===== src/rtl/gf_div_seq.sv =====
// Sequential GF(2^8) divider: q = a * b^254, one exponent bit per cycle,
// then a final multiply by a. The reduction polynomial's low byte is programmable.
module gf_div_seq #(
   parameter logic [7:0] EXP = 8'b11111110
) (
   input  logic       clk,
   input  logic       rst,
   input  logic       start,
   input  logic [7:0] a,
   input  logic [7:0] b,
   input  logic [7:0] p,
   output logic [7:0] q,
   output logic       busy,
   output logic       done,
   output logic       div_err
);

   typedef enum logic [1:0] {ST_IDLE, ST_EXP, ST_MUL, ST_DONE} state_t;

   state_t     state, state_n;
   logic [7:0] a_r, b_r, p_r, r;
   logic [7:0] a_n, b_n, p_n, r_n, q_n;
   logic [2:0] cnt, cnt_n;
   logic       busy_n, done_n, err_n;
   logic [7:0] rr, rrb, ar;

   // Shift-and-add field multiply; x^8 is implied above the low byte in poly.
   function automatic logic [7:0] gf_mul(input logic [7:0] x, input logic [7:0] y,
                                         input logic [7:0] poly);
      logic [7:0] acc;
      logic [7:0] t;
      acc = 8'h00;
      t   = x;
      for (int i = 0; i < 8; i++) begin
         if (y[i]) acc = acc ^ t;
         t = t[7] ? ({t[6:0], 1'b0} ^ poly) : {t[6:0], 1'b0};
      end
      return acc;
   endfunction

   assign rr  = gf_mul(r, r, p_r);
   assign rrb = gf_mul(rr, b_r, p_r);
   assign ar  = gf_mul(a_r, r, p_r);

   always_ff @(posedge clk or posedge rst) begin
      if (rst) begin
         state   <= ST_IDLE;
         a_r     <= 8'h00;
         b_r     <= 8'h00;
         p_r     <= 8'h00;
         r       <= 8'h01;
         cnt     <= 3'd7;
         q       <= 8'h00;
         busy    <= 1'b0;
         done    <= 1'b0;
         div_err <= 1'b0;
      end else begin
         state   <= state_n;
         a_r     <= a_n;
         b_r     <= b_n;
         p_r     <= p_n;
         r       <= r_n;
         cnt     <= cnt_n;
         q       <= q_n;
         busy    <= busy_n;
         done    <= done_n;
         div_err <= err_n;
      end
   end

   always_comb begin
      state_n = state;
      a_n     = a_r;
      b_n     = b_r;
      p_n     = p_r;
      r_n     = r;
      cnt_n   = cnt;
      q_n     = q;
      busy_n  = busy;
      done_n  = 1'b0;
      err_n   = div_err;

      case (state)
         ST_IDLE: begin
            if (start) begin
               a_n   = a;
               b_n   = b;
               p_n   = p;
               err_n = 1'b0;
               if (b == 8'h00) begin
                  // No inverse exists: report immediately without going busy.
                  q_n     = 8'h00;
                  err_n   = 1'b1;
                  done_n  = 1'b1;
                  state_n = ST_DONE;
               end else begin
                  r_n     = 8'h01;
                  cnt_n   = 3'd7;
                  busy_n  = 1'b1;
                  state_n = ST_EXP;
               end
            end
         end
         ST_EXP: begin
            // Exponent scanned MSB first: square, then multiply by b on a 1 bit.
            r_n   = EXP[cnt] ? rrb : rr;
            cnt_n = cnt - 3'd1;
            if (cnt == 3'd0) state_n = ST_MUL;
         end
         ST_MUL: begin
            q_n     = ar;
            done_n  = 1'b1;
            busy_n  = 1'b0;
            state_n = ST_DONE;
         end
         ST_DONE: begin
            state_n = ST_IDLE;
         end
         default: begin
            state_n = ST_IDLE;
         end
      endcase
   end

endmodule


===== config.mk =====
export PLATFORM = sky130hd
export DESIGN_NAME = gf_div_seq
export DESIGN_NICKNAME = d
export VERILOG_FILES = /design/src/rtl/gf_div_seq.sv
export SDC_FILE = /design/constraint.sdc
export NUM_CORES = 1
export LEC_CHECK = 0
export BUFFER_PORTS_ARGS = -buffer_cell sky130_fd_sc_hd__buf_2
export CAP_MARGIN = 20
export CORE_MARGIN = 2
export CORE_UTILIZATION = 65
export CTS_CLUSTER_DIAMETER = 100
export DETAILED_ROUTE_END_ITERATION = 10
export HOLD_SLACK_MARGIN = 0.06
export PLACE_DENSITY = 0.81
export SYNTH_ARGS = -nofsm -noshare
export SYNTH_HDL_FRONTEND = slang
export SYNTH_SLANG_ARGS = --single-unit

===== constraint.sdc =====
create_clock -name clk -period 12.5 [get_ports clk]
set_input_delay 0.625 -clock clk [delete_from_list [all_inputs] [get_ports clk]]
set_output_delay 0.625 -clock clk [all_outputs]
set_load 0.005 [all_outputs]

Word-level counts from Yosys, hierarchy flattened

Memory sizes are Yosys's and may differ from the RTL's.
Cells that the tools add are included.
W data, S select, Z words.

Shifts and indexed selects: 0
Divide/modulo/power cells: 0
Add/subtract/negate cells: 1
$lt $le $gt $ge: 1
Mux-type cells: 66
Bitwise gates (word level): 42
Multiply operators: 0
Reductions and logical operators: 10
Equal/unequal tests: 7

Operator list:

| operator              | number |
|---|---|
| $mux W8               | 50 |
| $xor A8 B8 Y8         | 42 |
| $pmux W8 S2           | 2 |
| $reduce_and A3 Y1     | 3 |
| $logic_not A8 Y1      | 1 |
| $ne A2 B2 Y1 const B  | 4 |
| $pmux W2 S4           | 1 |
| $mux W2               | 3 |
| $mux W3               | 2 |
| $pmux W3 S2           | 1 |
| $mux W1               | 5 |
| $eq A2 B2 Y1 const B  | 2 |
| $lt A3 B4 Y1 const B  | 1 |
| $pmux W1 S2           | 2 |
| $reduce_and A2 Y1     | 2 |
| $reduce_bool A2 Y1    | 2 |
| $logic_not A3 Y1      | 1 |
| $sub A3 B1 Y3 const B | 1 |
| $eq A2 B1 Y1 const B  | 1 |
| $logic_not A2 Y1      | 1 |

RAM bits: 0
Output and inout bits: 11
Word-level logic and storage cells: 138
Flip-flop bits (word level): 48
Memories: 1
Bits in latches: 0
Bits in read-only memories: 8
Input bits: 27

Memory list:

| name            | words | bits a word | rd ports | clocked after Yosys merged registers in | write ports | RTL line | text |
|---|---|---|---|---|---|---|---|
| (no name shown) | 8     | 1           | 1        | 0                                       | 0           | 106      | `r_n = EXP[cnt] ? rrb : rr;` |

Logic depth before layout (Yosys ltp)

Gate-level depths: netlist (run 1).

Depth after elaboration: 34
Depth in mapped cells: 30
Depth with buffers taken out: 23

Least setup slack after synthesis (run 1)

No wires, ideal clock.

Path type: reg2reg
From: register r[7]
To: register r[3]
Required time: 12353 ps
Cell stages (with the launch flop): 28
Period minus slack after synthesis: 6467 ps
Buffers on the path: 4
Library setup time: 147 ps
Path slack: 6033 ps
Arrival time: 6320 ps
Cells stage by stage: dfrtp_1 > buf_4 > or3b_1 > a21o_1 > and3_4 > buf_6 > or2_1 > buf_2 > or4_4 > o211ai_4 > mux2i_1 > xor3_1 > o211a_1 > o211a_1 > or2_1 > buf_2 > o41a_1 > and4_4 > xnor2_4 > mux2i_1 > xor2_2 > mux2i_1 > o2111a_1 > a211oi_2 > xnor2_1 > nand2_1 > xnor3_1 > o221ai_1

Longest elaborated chain between the ends: 33
Elaborated cells between the ends (all ways): 59
Those cells by class: mux (32); bitwise (27)

Ends and longest elaborated chain:

| element                          | RTL line | text |
|---|---|---|
| start, declared                  | 21       | `logic [7:0] a_r, b_r, p_r, r;` |
| start signal, assigned           | 62       | `r <= r_n;` |
| $mux W8                          | 36       | `t = t[7] ? ({t[6:0], 1'b0} ^ poly) : {t[6:0], 1'b0};` |
| $xor A8 B8 Y8 (on tied branches) | 35, 36   |  |
| $mux W8 (on tied branches)       | 35, 36   |  |
| $xor A8 B8 Y8 (on tied branches) | 35, 36   |  |
| $mux W8 (on tied branches)       | 35, 36   |  |
| $xor A8 B8 Y8                    | 35       | `if (y[i]) acc = acc ^ t;` |
| $mux W8                          | 35       |  |
| $xor A8 B8 Y8                    | 35       |  |
| (+17 left out)                   | n/a      |  |
| $xor A8 B8 Y8                    | 35       |  |
| $mux W8                          | 35       |  |
| $xor A8 B8 Y8                    | 35       |  |
| $mux W8                          | 35       |  |
| $xor A8 B8 Y8                    | 35       |  |
| $mux W8                          | 35       |  |
| $mux W8 *                        | 106      |  |
| $pmux W8 S2 *                    | 83       | `case (state)` |

Mark *: on every way between the ends. The rest lies on a longest branch, timed or not.
A chain may end at the register's enable or synchronous reset.

Worst setup path in the final report (run 1)

From: register p_r[7]
To: register r[6]

Longest elaborated chain between the ends: 33
Elaborated cells between the ends (all ways): 59
Those cells by class: mux (31); bitwise (28)

Ends and longest elaborated chain:

| element                                     | RTL line | text |
|---|---|---|
| start, declared                             | 21       |  |
| start signal, assigned                      | 61       | `p_r <= p_n;` |
| $xor A8 B8 Y8                               | 36       |  |
| $mux W8                                     | 36       |  |
| $mux W8 or $xor A8 B8 Y8 (tied branches)    | 36, 35   |  |
| $xor A8 B8 Y8, or another cell as far along | 35       |  |
| $mux W8, or another cell as far along       | 35       |  |
| $xor A8 B8 Y8, or another cell as far along | 35       |  |
| $mux W8, or another cell as far along       | 35       |  |
| $xor A8 B8 Y8, or another cell as far along | 35       |  |
| (+17 left out)                              | n/a      |  |
| $xor A8 B8 Y8 (on tied branches)            | 35, 36   |  |
| $mux W8 (on tied branches)                  | 35, 36   |  |
| $xor A8 B8 Y8 (on tied branches)            | 35, 36   |  |
| $mux W8 (on tied branches)                  | 35, 36   |  |
| $xor A8 B8 Y8                               | 35       |  |
| $mux W8                                     | 35       |  |
| $mux W8 *                                   | 106      |  |
| $pmux W8 S2 *                               | 83       |  |

Marked as above.

==> reports/summary.txt, run 1 <==
LAYOUT
------------------------------------------------------------------------------------
Diode insertion count for antenna repair                                           0
Ratio of cells with drive above 1 in the final layout                         11.05%
Net count, final                                                               1,235
Non-Filler Cell Area, Final                                               9320 sq um
Area growth syn-to-layout                                                     4.299%

STA
------------------------------------------------------------------------------------
Setup repair after global routing missed its margin                            false
Slew Limit Fails                                                                   0
Number of setup violations in the final report                                     0
Worst clock skew on the final layout                                      0.01956 ns
Max frequency                                                              118.5 MHz
Time the worst path needs with I/O delays and setup                         8.442 ns
Tightest Pin Transition                                                     1.131 ns
Final period utilization                                                      67.53%
Setup TNS after final layout                                                    0 ns
Worst relative slew slack                                                     24.62%
Number of failing hold endpoints at the final stage                                0

SYNTH
------------------------------------------------------------------------------------
Yosys Warn Count                                                                   0
Synth Area per Inst                                                      7.295 sq um
Seq cells post-synth                                                              48
Synth area leader                                                       sky130_fd_sc_hd__xnor2_1
Proportion of synthesized flip-flops having asynchronous set or reset         100.0%
Dominant register cell in the synthesized netlist                       sky130_fd_sc_hd__dfrtp_1
Sequential area share after synthesis                                         13.50%
Nets in the synthesized netlist                                                1,257
Ranking of synthesized cells by area                                    sky130_fd_sc_hd__xnor2_1, sky130_fd_sc_hd__dfrtp_1, sky130_fd_sc_hd__nand2_1
Distinct cells, synth                                                             93
Cells after Synth                                                              1,225
Synthesized area                                                          8936 sq um
Count of flip-flops with a built-in enable after synthesis                         0
Proportion of netlist area held by the largest area contributor               22.64%

FLOORPLANNING
------------------------------------------------------------------------------------
Die area                                                                14,700 sq um
Die span in x                                                               121.3 um
Row count                                                                         42
Height of the die                                                           121.3 um
Number of top-level pins                                                          38
Std-Cell Core Area                                                      13,350 sq um
Starting density of the core                                                  66.95%

ROUTE
------------------------------------------------------------------------------------
Antenna Nets Post-Route                                                            0
Vias after detailed routing                                                    8,908
DRT Pass-1 Iters                                                                   7
Remaining routing DRC violations                                                   0
Vias per Instance                                                              6.455
1st-iter DRT viols                                                             1,275
Drt wl/cell                                                                 19.27 um
Post-Route WL                                                              26,600 um

PLACEMENT
------------------------------------------------------------------------------------
Standard cell area after detailed placement                               9119 sq um
Final GP Congestion                                                            1.002
DP HPWL                                                                    19,030 um
Port Buffers                                                                      37

HOLD PATH
------------------------------------------------------------------------------------
Path class of the lowest-slack min-delay path                           input pin to async pin

CLOCK TREE
------------------------------------------------------------------------------------
# H-tree levels                                                                    2
Buffer type at the clock tree root                                      sky130_fd_sc_hd__clkbuf_16
Reg clk slew, reported paths                                                 0.09 ns
Quantity of gates resized following cts                                            0
TritonCTS Buffers                                                                  5
Clock tree from TritonCTS                                                        yes
Maximum root-to-sink buffer count                                                  2
Hold-fix buffers at CTS                                                            0
Count of buffers added by post-CTS timing repair for setup                         0
Clk Latency, worst-skew pair                                                 0.31 ns
Clock Sinks                                                                       48

GLOBAL ROUTE
------------------------------------------------------------------------------------
Maximum number of pins on one net before global-route repair                      63
Number of antenna violations at the first check in global routing                  0
Residual overflow from global routing                                              0
First-pass GRT wire length                                                 42,570 um
Number of global-route vias before repair                                      8,342
GRT Util Overall                                                              36.35%

CRITICAL PATH
------------------------------------------------------------------------------------
Type of destination of the critical path                                    register
Capture instance of the worst register-to-register path                 r[6]$_DFFE_PP0P_
Worst Setup SP                                                          p_r[7]$_DFFE_PP0P_
Critical path cell sequence                                             buf_4 -> and2_1 -> o21ai_1 -> and3_1 -> nor2_1 -> o311ai_0 -> o211ai_4 -> mux2i_1 -> xor3_1 -> a211oi_1 -> a211oi_2 -> nor2_1 -> o21ai_1 -> a211oi_1 -> xnor3_1 -> xor2_2 -> mux2i_1 -> o211ai_1 -> a21oi_1 -> nor3_1 -> nor3_2 -> xnor2_1 -> o221ai_1
Max stage delay on crit path                                                 0.81 ns
Critical setup path kind                                                register to register
Arrival time at the worst endpoint                                           8.61 ns
Peak fanout along the critical path                                               62
Cells on worst reg2reg path                                                       23
Crit-path slowest cell                                                  sky130_fd_sc_hd__nor2_1
Beginning of the worst register-to-register path                        p_r[7]$_DFFE_PP0P_
Type of origin of the critical path                                         register
Data required time of the critical path                                     12.67 ns
Reg-to-reg slack, setup                                                      4.06 ns

RUN STATUS
------------------------------------------------------------------------------------
Run status                                                              complete, no violations

JOB
------------------------------------------------------------------------------------
Maximum capacitance violations                                                     0

## synth_stat cells, types with 14 or more instances
library cell and number:
sky130_fd_sc_hd__nand2_1 265, sky130_fd_sc_hd__inv_1 21, sky130_fd_sc_hd__nand3_1 22, sky130_fd_sc_hd__clkbuf_1 53, sky130_fd_sc_hd__a21oi_1 54, sky130_fd_sc_hd__xor2_1 48
sky130_fd_sc_hd__and3_1 15, sky130_fd_sc_hd__nor2_1 63, sky130_fd_sc_hd__mux2_2 25, sky130_fd_sc_hd__buf_2 14, sky130_fd_sc_hd__o21ai_0 40, sky130_fd_sc_hd__dfrtp_1 44
sky130_fd_sc_hd__xnor2_1 231, sky130_fd_sc_hd__mux2i_1 15, sky130_fd_sc_hd__nor3_1 22
## per-layer routing
layer,track usage (%),vias up,routed length [um]
li1,-,4160,-
met1,47.35,4087,10680
met2,58.53,534,11960
met3,6.626,127,2617
met4,16.59,0,1336
met5,0,-,0
## area by class of cell
cell class | instances | area (sq um)
Timing Repair Buffer | 58 | 342.8
Inverter | 27 | 101.3
Fill cell | 1096 | 4028
Tap cell | 176 | 220.2
Clock inverter | 3 | 68.82
Clock buffer | 5 | 125.1
Multi-Input combinational cell | 1063 | 7254
Sequential cell | 48 | 1207
## stage by stage
stage               std cells  util, %  hold WS [ns]  setup slack, ns
global route             1380    69.83        0.5159            3.584
floorplan                1225        -        0.4661            6.033
global placement         1371    68.32        0.4593            4.432
detailed placement       1371    68.32        0.4801            4.249
CTS                      1379    69.77        0.4882            4.170
finish                   1380    69.83        0.4682            4.058
## worst max-delay path, delay by kind of cell, from the launching register on
kind / cells / cell delay [ns]
buffers and inverters: 1 / 0.59
AO/OA/AOI/OAI: 10 / 2.60
flip-flops: 1 / 0.62
AND/OR/NAND/NOR: 6 / 2.24
XOR/XNOR: 4 / 1.38
multiplexers: 2 / 0.85
## worst max path at each step
stage / to / slack [ns]
5_1_grt: r[6]$_DFFE_PP0P_ / 3.58
4_1_cts: r[6]$_DFFE_PP0P_ / 4.17
3_5_place_dp: r[3]$_DFFE_PP0P_ / 4.25
2_1_floorplan: r[3]$_DFFE_PP0P_ / 6.03
6_report: r[6]$_DFFE_PP0P_ / 4.06
3_3_place_gp: r[3]$_DFFE_PP0P_ / 4.43
## state kept, by name, indices dropped and copies added (netlist names)
| signal | cells |
|---|---|
| p_r | 8 |
| state | 2 |
| done | 1 |
| a_r | 8 |
| div_err | 1 |
| cnt | 3 |
| b_r | 8 |
| busy | 1 |
| r | 8 |
| q | 8 |
## cell families (layout without fill, tap and decap cells)
logic type / Yosys count / count (layout) / synth area share, %
buffers and inverters: 114 / 93 / 5.405
AOI/OAI and AO/OA: 247 / 247 / 19.46
muxes: 42 / 42 / 5.083
DFF: 48 / 48 / 13.50
adders and majority gates: 5 / 5 / 0.7001
xor gates and xnor gates: 298 / 298 / 32.01
and+or+nand+nor: 471 / 471 / 23.85
## cells in the final DEF, fill, tap and decap left out, drive strengths merged, types with 11 or more instances in the layout
| cell | instances |
|---|---|
| inv | 24 |
| nand2 | 266 |
| o211ai | 13 |
| buf | 58 |
| and2 | 13 |
| nor2 | 63 |
| a22o | 11 |
| nor3 | 24 |
| o21ai | 49 |
| mux2 | 27 |
| xor2 | 49 |
| a211oi | 15 |
| nand3 | 22 |
| o22ai | 13 |
| xnor2 | 236 |
| mux2i | 15 |
| and3 | 16 |
| dfrtp | 44 |
| a21oi | 54 |
Power of run 1 is not shown: default switching activity piles up to over one toggle a cycle in this logic, so the estimate is an artifact.
==> run 2: changes to the inputs <==
Clock period 12.5 ns to 8.8 ns, I/O delays scaled along.
==> run 2 against run 1 <==
Compared with the run above:
- core utilization increased by 0.35 points
- first-iteration DRC count decreased by 19%
- worst hold slack got worse by 0.18 ns
- via count increased by 0.68%
- design area increased by 0.50%
- cell count increased by 0.65%
==> reports/summary.txt, run 2 (same netlist as run 1, synthesis figures left out) <==
RUN STATUS
--------------------------------------------------------------------------------
Run status                                                          complete, no violations

FLOORPLANNING
--------------------------------------------------------------------------------
Height of the die                                                       121.3 um
Starting density of the core                                              66.95%
Row count                                                                     42
Die span in x                                                           121.3 um
Number of top-level pins                                                      38
Std-Cell Core Area                                                  13,350 sq um
Die area                                                            14,700 sq um

CLOCK TREE
--------------------------------------------------------------------------------
Quantity of gates resized following cts                                        0
# H-tree levels                                                                2
Clock tree from TritonCTS                                                    yes
Reg clk slew, reported paths                                             0.08 ns
Clk Latency, worst-skew pair                                             0.31 ns
Clock Sinks                                                                   48
Count of buffers added by post-CTS timing repair for setup                     0
TritonCTS Buffers                                                              5
Hold-fix buffers at CTS                                                        0
Maximum root-to-sink buffer count                                              2
Buffer type at the clock tree root                                  sky130_fd_sc_hd__clkbuf_16

CRITICAL PATH
--------------------------------------------------------------------------------
Max stage delay on crit path                                             0.77 ns
Data required time of the critical path                                  9.01 ns
Arrival time at the worst endpoint                                       8.28 ns
Worst Setup SP                                                      r[7]$_DFFE_PP0P_
Critical path cell sequence                                         buf_4 -> or3b_1 -> a21o_1 -> a21oi_1 -> or2_1 -> o311ai_0 -> o211ai_4 -> mux2_1 -> xnor3_1 -> nand2_1 -> xnor3_1 -> xor2_1 -> nand4_1 -> nand2_1 -> xnor2_1 -> mux2i_1 -> a21o_1 -> and2_1 -> nand2_1 -> xor2_1 -> and2_1 -> xnor3_1 -> a21o_1
Cells on worst reg2reg path                                                   23
Crit-path slowest cell                                              sky130_fd_sc_hd__xor2_1
Type of origin of the critical path                                     register
Capture instance of the worst register-to-register path             r[1]$_DFFE_PP0P_
Beginning of the worst register-to-register path                    r[7]$_DFFE_PP0P_
Reg-to-reg slack, setup                                                  0.73 ns
Critical setup path kind                                            register to register
Family with the most delay on the worst path                        XOR/XNOR gates
Type of destination of the critical path                                register
Peak fanout along the critical path                                           29
Buffers plus inverters on the worst setup path                                 1

STA
--------------------------------------------------------------------------------
Max frequency                                                          123.9 MHz
Worst clock skew on the final layout                                  0.01177 ns
Number of setup violations in the final report                                 0
Worst relative slew slack                                                 33.34%
Setup repair after global routing missed its margin                        false
Time the worst path needs with I/O delays and setup                     8.069 ns
Slew Limit Fails                                                               0
Tightest Pin Transition                                                0.9999 ns
Number of failing hold endpoints at the final stage                            0
Final period utilization                                                  91.69%
Setup TNS after final layout                                                0 ns

LAYOUT
--------------------------------------------------------------------------------
Net count, final                                                           1,244
Most common cell after layout, fill and taps aside                  sky130_fd_sc_hd__nand2_1
Diode insertion count for antenna repair                                       0
Ratio of cells with drive above 1 in the final layout                     11.71%
Area growth syn-to-layout                                                 4.817%
Most used cells in the layout excluding fill and tap cells          sky130_fd_sc_hd__nand2_1, sky130_fd_sc_hd__xnor2_1, sky130_fd_sc_hd__nor2_1

ROUTE
--------------------------------------------------------------------------------
Antenna Nets Post-Route                                                        0
Vias per Instance                                                          6.457
DRT Pass-1 Iters                                                               8
Drt wl/cell                                                             19.66 um
Remaining routing DRC violations                                               0
1st-iter DRT viols                                                         1,034
Vias after detailed routing                                                8,969
Post-Route WL                                                          27,300 um

GLOBAL ROUTE
--------------------------------------------------------------------------------
Residual overflow from global routing                                          0
GRT Util Overall                                                          37.31%
Number of antenna violations at the first check in global routing              0
First-pass GRT wire length                                             43,100 um
Number of global-route vias before repair                                  8,205
Maximum number of pins on one net before global-route repair                  49

JOB
--------------------------------------------------------------------------------
Maximum capacitance violations                                                 0

PLACEMENT
--------------------------------------------------------------------------------
Port Buffers                                                                  37
DP HPWL                                                                19,820 um
Final GP Congestion                                                       0.9826

HOLD PATH
--------------------------------------------------------------------------------
Path class of the lowest-slack min-delay path                       input pin to async pin

[run 2: cell count changes in the layout (fill, tap and decap cells not counted), sizes merged]
cell and delta:
inv -1, buf +9, bufinv -1, clkinv +2
[run 2: layer usage]
| metal | vias to the layer above | share of wire (%) | track usage (%) |
|---|---|---|---|
| li1 | 4176 | - | - |
| met1 | 4132 | 41 | 50.50 |
| met2 | 540 | 44 | 58.46 |
| met3 | 121 | 10 | 6.250 |
| met4 | 0 | 5.0 | 16.52 |
| met5 | - | 0 | 0 |
[run 2: final cells by class]
type	count	area, sq um
clock buffers	5	125.1
clock inverters	3	47.55
fillers	1175	3981
inverters	27	101.3
multi-input cells	1063	7254
flip-flops and latches	48	1207
well taps	176	220.2
repair buffers	67	410.4
[run 2: how the worst max path moves through the flow]
stage / cells after the start / to
floorplan: 27 / r[3]$_DFFE_PP0P_
global placement: 23 / r[1]$_DFFE_PP0P_
detailed placement: 24 / r[1]$_DFFE_PP0P_
CTS: 24 / r[1]$_DFFE_PP0P_
global route: 24 / r[7]$_DFFE_PP0P_
finish: 23 / r[1]$_DFFE_PP0P_
[run 2: metrics by stage]
step / area [sq um] / setup slack (ns) / std cells / util [%] / hold slack [ns]
2_1_floorplan: 8936 / 2.333 / 1225 / - / 0.4661
3_3_place_gp: 9194 / 1.074 / 1381 / 68.88 / 0.4595
3_5_place_dp: 9194 / 0.9504 / 1381 / 68.88 / 0.4663
4_1_cts: 9366 / 0.9269 / 1389 / 70.17 / 0.3228
5_1_grt: 9366 / 0.3104 / 1389 / 70.17 / 0.3525
6_report: 9366 / 0.7314 / 1389 / 70.17 / 0.2883
[run 2: tightest hold or removal path, stage by stage]
cell	delay, ns
sky130_fd_sc_hd__buf_2	0.10
sky130_fd_sc_hd__inv_2	0.04
sky130_fd_sc_hd__buf_4	0.52
Power of run 2 is left out for the same reason.
==> run 3: changes to the inputs <==
Settings changed: ABC_AREA from default to 1, PLACE_DENSITY 0.81 to 0.82, SKIP_CTS_REPAIR_TIMING from default to 1.
==> run 3 against run 2 <==
Compared with the run above:
- synthesized area decreased by 9.1%
- worst hold slack got worse by 0.24 ns
- core utilization increased by 0.65 points
- clock skew increased by 0.0021 ns
- sequential share of layout area increased by 1.2 points
- cell count increased by 11%
- critical endpoint is now r[3]$_DFFE_PP0P_
- critical path type unchanged
- design area decreased by 8.4%
==> reports/summary.txt, run 3 <==
RUN STATUS
------------------------------------------------------------------------------------
Run status                                                              complete, no violations

CLOCK TREE
------------------------------------------------------------------------------------
# H-tree levels                                                                    2
Clk Latency, worst-skew pair                                                 0.31 ns
Buffer type at the clock tree root                                      sky130_fd_sc_hd__clkbuf_16
Clock Sinks                                                                       48
Maximum root-to-sink buffer count                                                  2
Reg clk slew, reported paths                                                 0.08 ns
Clock tree from TritonCTS                                                        yes
TritonCTS Buffers                                                                  5

CRITICAL PATH
------------------------------------------------------------------------------------
Most repeated library cell on the critical path                         sky130_fd_sc_hd__nand2_1
Reg-to-reg slack, setup                                                      2.50 ns
Max stage delay on crit path                                                 0.88 ns
Critical setup path kind                                                register to register
Cells on worst reg2reg path                                                       45
Beginning of the worst register-to-register path                        p_r[7]$_DFFE_PP0P_
Crit-path slowest cell                                                  sky130_fd_sc_hd__dfrtp_1
Number of stages on the worst setup path                                          45
Type of destination of the critical path                                    register
Data required time of the critical path                                      9.00 ns
Buffers plus inverters on the worst setup path                                     5
Arrival time at the worst endpoint                                           6.50 ns
Capture instance of the worst register-to-register path                 r[3]$_DFFE_PP0P_
Peak fanout along the critical path                                               16
Type of origin of the critical path                                         register
Family with the most delay on the worst path                            simple AND/OR/NAND/NOR gates

ROUTE
------------------------------------------------------------------------------------
Antenna Nets Post-Route                                                            0
Post-Route WL                                                              24,000 um
1st-iter DRT viols                                                             1,012
DRT Pass-1 Iters                                                                   7
Drt wl/cell                                                                 15.54 um
Vias per Instance                                                              5.583
Vias after detailed routing                                                    8,620
Remaining routing DRC violations                                                   0

STA
------------------------------------------------------------------------------------
Slew Limit Fails                                                                   0
Setup TNS after final layout                                                    0 ns
Setup repair after global routing missed its margin                            false
Number of setup violations in the final report                                     0
Number of failing hold endpoints at the final stage                                0
Tightest Pin Transition                                                     1.100 ns
Time the worst path needs with I/O delays and setup                         6.302 ns
Final period utilization                                                      71.61%
Max frequency                                                              158.7 MHz
Worst clock skew on the final layout                                      0.01390 ns
Worst relative slew slack                                                     26.69%

SYNTH
------------------------------------------------------------------------------------
Synthesized area                                                          8123 sq um
Proportion of synthesized flip-flops having asynchronous set or reset         100.0%
Seq cells post-synth                                                              48
Dominant register cell in the synthesized netlist                       sky130_fd_sc_hd__dfrtp_1
Most instantiated library cell after synthesis                          sky130_fd_sc_hd__nand2_1
Nets in the synthesized netlist                                                1,408
Commonest cells post-synth                                              sky130_fd_sc_hd__nand2_1, sky130_fd_sc_hd__nand3_1, sky130_fd_sc_hd__nor2_1, sky130_fd_sc_hd__xor2_1, sky130_fd_sc_hd__inv_1
Yosys Warn Count                                                                   0
Synth Area per Inst                                                      5.903 sq um
Count of flip-flops with a built-in enable after synthesis                         0
Distinct cells, synth                                                             44
Ranking of synthesized cells by area                                    sky130_fd_sc_hd__nand2_1, sky130_fd_sc_hd__xor2_1, sky130_fd_sc_hd__dfrtp_1
Proportion of netlist area held by the largest area contributor               19.96%
Synth area leader                                                       sky130_fd_sc_hd__nand2_1
Cells after Synth                                                              1,376
Sequential area share after synthesis                                         14.85%

PLACEMENT
------------------------------------------------------------------------------------
Final GP Congestion                                                           0.9772
DP HPWL                                                                    17,350 um
Port Buffers                                                                      37

LAYOUT
------------------------------------------------------------------------------------
Diode insertion count for antenna repair                                           0
Area growth syn-to-layout                                                     5.607%
Most common cell after layout, fill and taps aside                      sky130_fd_sc_hd__nand2_1
Most used cells in the layout excluding fill and tap cells              sky130_fd_sc_hd__nand2_1, sky130_fd_sc_hd__nand3_1, sky130_fd_sc_hd__nor2_1
Area of the multi-input gates                                             6075 sq um
Net count, final                                                               1,407
Ratio of cells with drive above 1 in the final layout                         11.26%
Share of the core filled with cells in the final layout                       70.83%
Area taken by flip-flops and latches                                      1206 sq um
Filler cells                                                                   1,105

GLOBAL ROUTE
------------------------------------------------------------------------------------
Residual overflow from global routing                                              0
Maximum number of pins on one net before global-route repair                      49
GRT Util Overall                                                              37.42%
Number of global-route vias before repair                                      8,018
First-pass GRT wire length                                                 39,860 um
Number of antenna violations at the first check in global routing                  0

HOLD PATH
------------------------------------------------------------------------------------
Path class of the lowest-slack min-delay path                           input pin to async pin

FLOORPLANNING
------------------------------------------------------------------------------------
Number of top-level pins                                                          38
Row count                                                                         40
Std-Cell Core Area                                                      12,110 sq um
Starting density of the core                                                  67.07%
Die area                                                                13,410 sq um
Die span in x                                                               115.8 um
Height of the die                                                           115.8 um

JOB
------------------------------------------------------------------------------------
Maximum capacitance violations                                                     0

==> run 3: changes by cell type after synthesis, moves of 24 or more <==
cell,change
sky130_fd_sc_hd__nor2_1,+71
sky130_fd_sc_hd__xor2_1,+80
sky130_fd_sc_hd__nand2_1,+167
sky130_fd_sc_hd__a21oi_1,-41
sky130_fd_sc_hd__nand2_2,+27
sky130_fd_sc_hd__nand3_1,+139
sky130_fd_sc_hd__inv_1,+104
sky130_fd_sc_hd__mux2_2,-25
sky130_fd_sc_hd__clkbuf_1,-24
sky130_fd_sc_hd__xnor2_1,-166
==> run 3: final cells by class <==
| type | count | area share [%] |
|---|---|---|
| multi-input cells | 1119 | 70.81 |
| flip-flops and latches | 48 | 14.06 |
| inverters | 154 | 6.753 |
| repair buffers | 47 | 3.413 |
| well taps | 168 | 2.450 |
| clock buffers | 5 | 1.459 |
| clock inverters | 3 | 1.050 |
==> run 3: kinds of logic after synthesis <==
logic type | Yosys count | synth area share [%]
simple gates | 811 | 44.30
buf+inv | 209 | 10.37
xor+xnor | 200 | 22.49
compound gates | 103 | 7.224
flops | 48 | 14.85
fa+ha+maj | 5 | 0.7702
==> run 3: worst max-delay path by stage <==
stage               slack [ns]          endpoint          startpoint
finish                    2.50  r[3]$_DFFE_PP0P_  p_r[7]$_DFFE_PP0P_
global route              1.94  r[3]$_DFFE_PP0P_  p_r[7]$_DFFE_PP0P_
CTS                       2.66  r[5]$_DFFE_PP0P_  p_r[4]$_DFFE_PP0P_
detailed placement        2.71  r[5]$_DFFE_PP0P_  p_r[4]$_DFFE_PP0P_
global placement          2.89  r[5]$_DFFE_PP0P_  p_r[4]$_DFFE_PP0P_
floorplan                 4.35  r[1]$_DFFE_PP0P_    r[6]$_DFFE_PP0P_
==> run 3: per-stage QoR <==
| step | setup slack, ns | hold WS, ns | area (sq um) | cells |
|---|---|---|---|---|
| after floorplan | 4.353 | 0.4737 | 8123 | 1376 |
| final | 2.498 | 0.04623 | 8578 | 1544 |
| after global placement | 2.885 | 0.4666 | 8315 | 1534 |
| after CTS | 2.662 | 0.3407 | 8531 | 1542 |
| after global routing | 1.944 | 0.07739 | 8578 | 1544 |
| after detailed placement | 2.706 | 0.4680 | 8315 | 1534 |
==> run 3: layer usage <==
metal | vias to the layer above | wire (um) | global-route usage [%]
met3 | 56 | 2226 | 3.766
met4 | 0 | 645 | 12.70
li1 | 4265 | - | -
met1 | 3865 | 10370 | 52.31
met2 | 434 | 10750 | 60.78
met5 | - | 0 | 0
Power of run 3 is left out for the same reason.
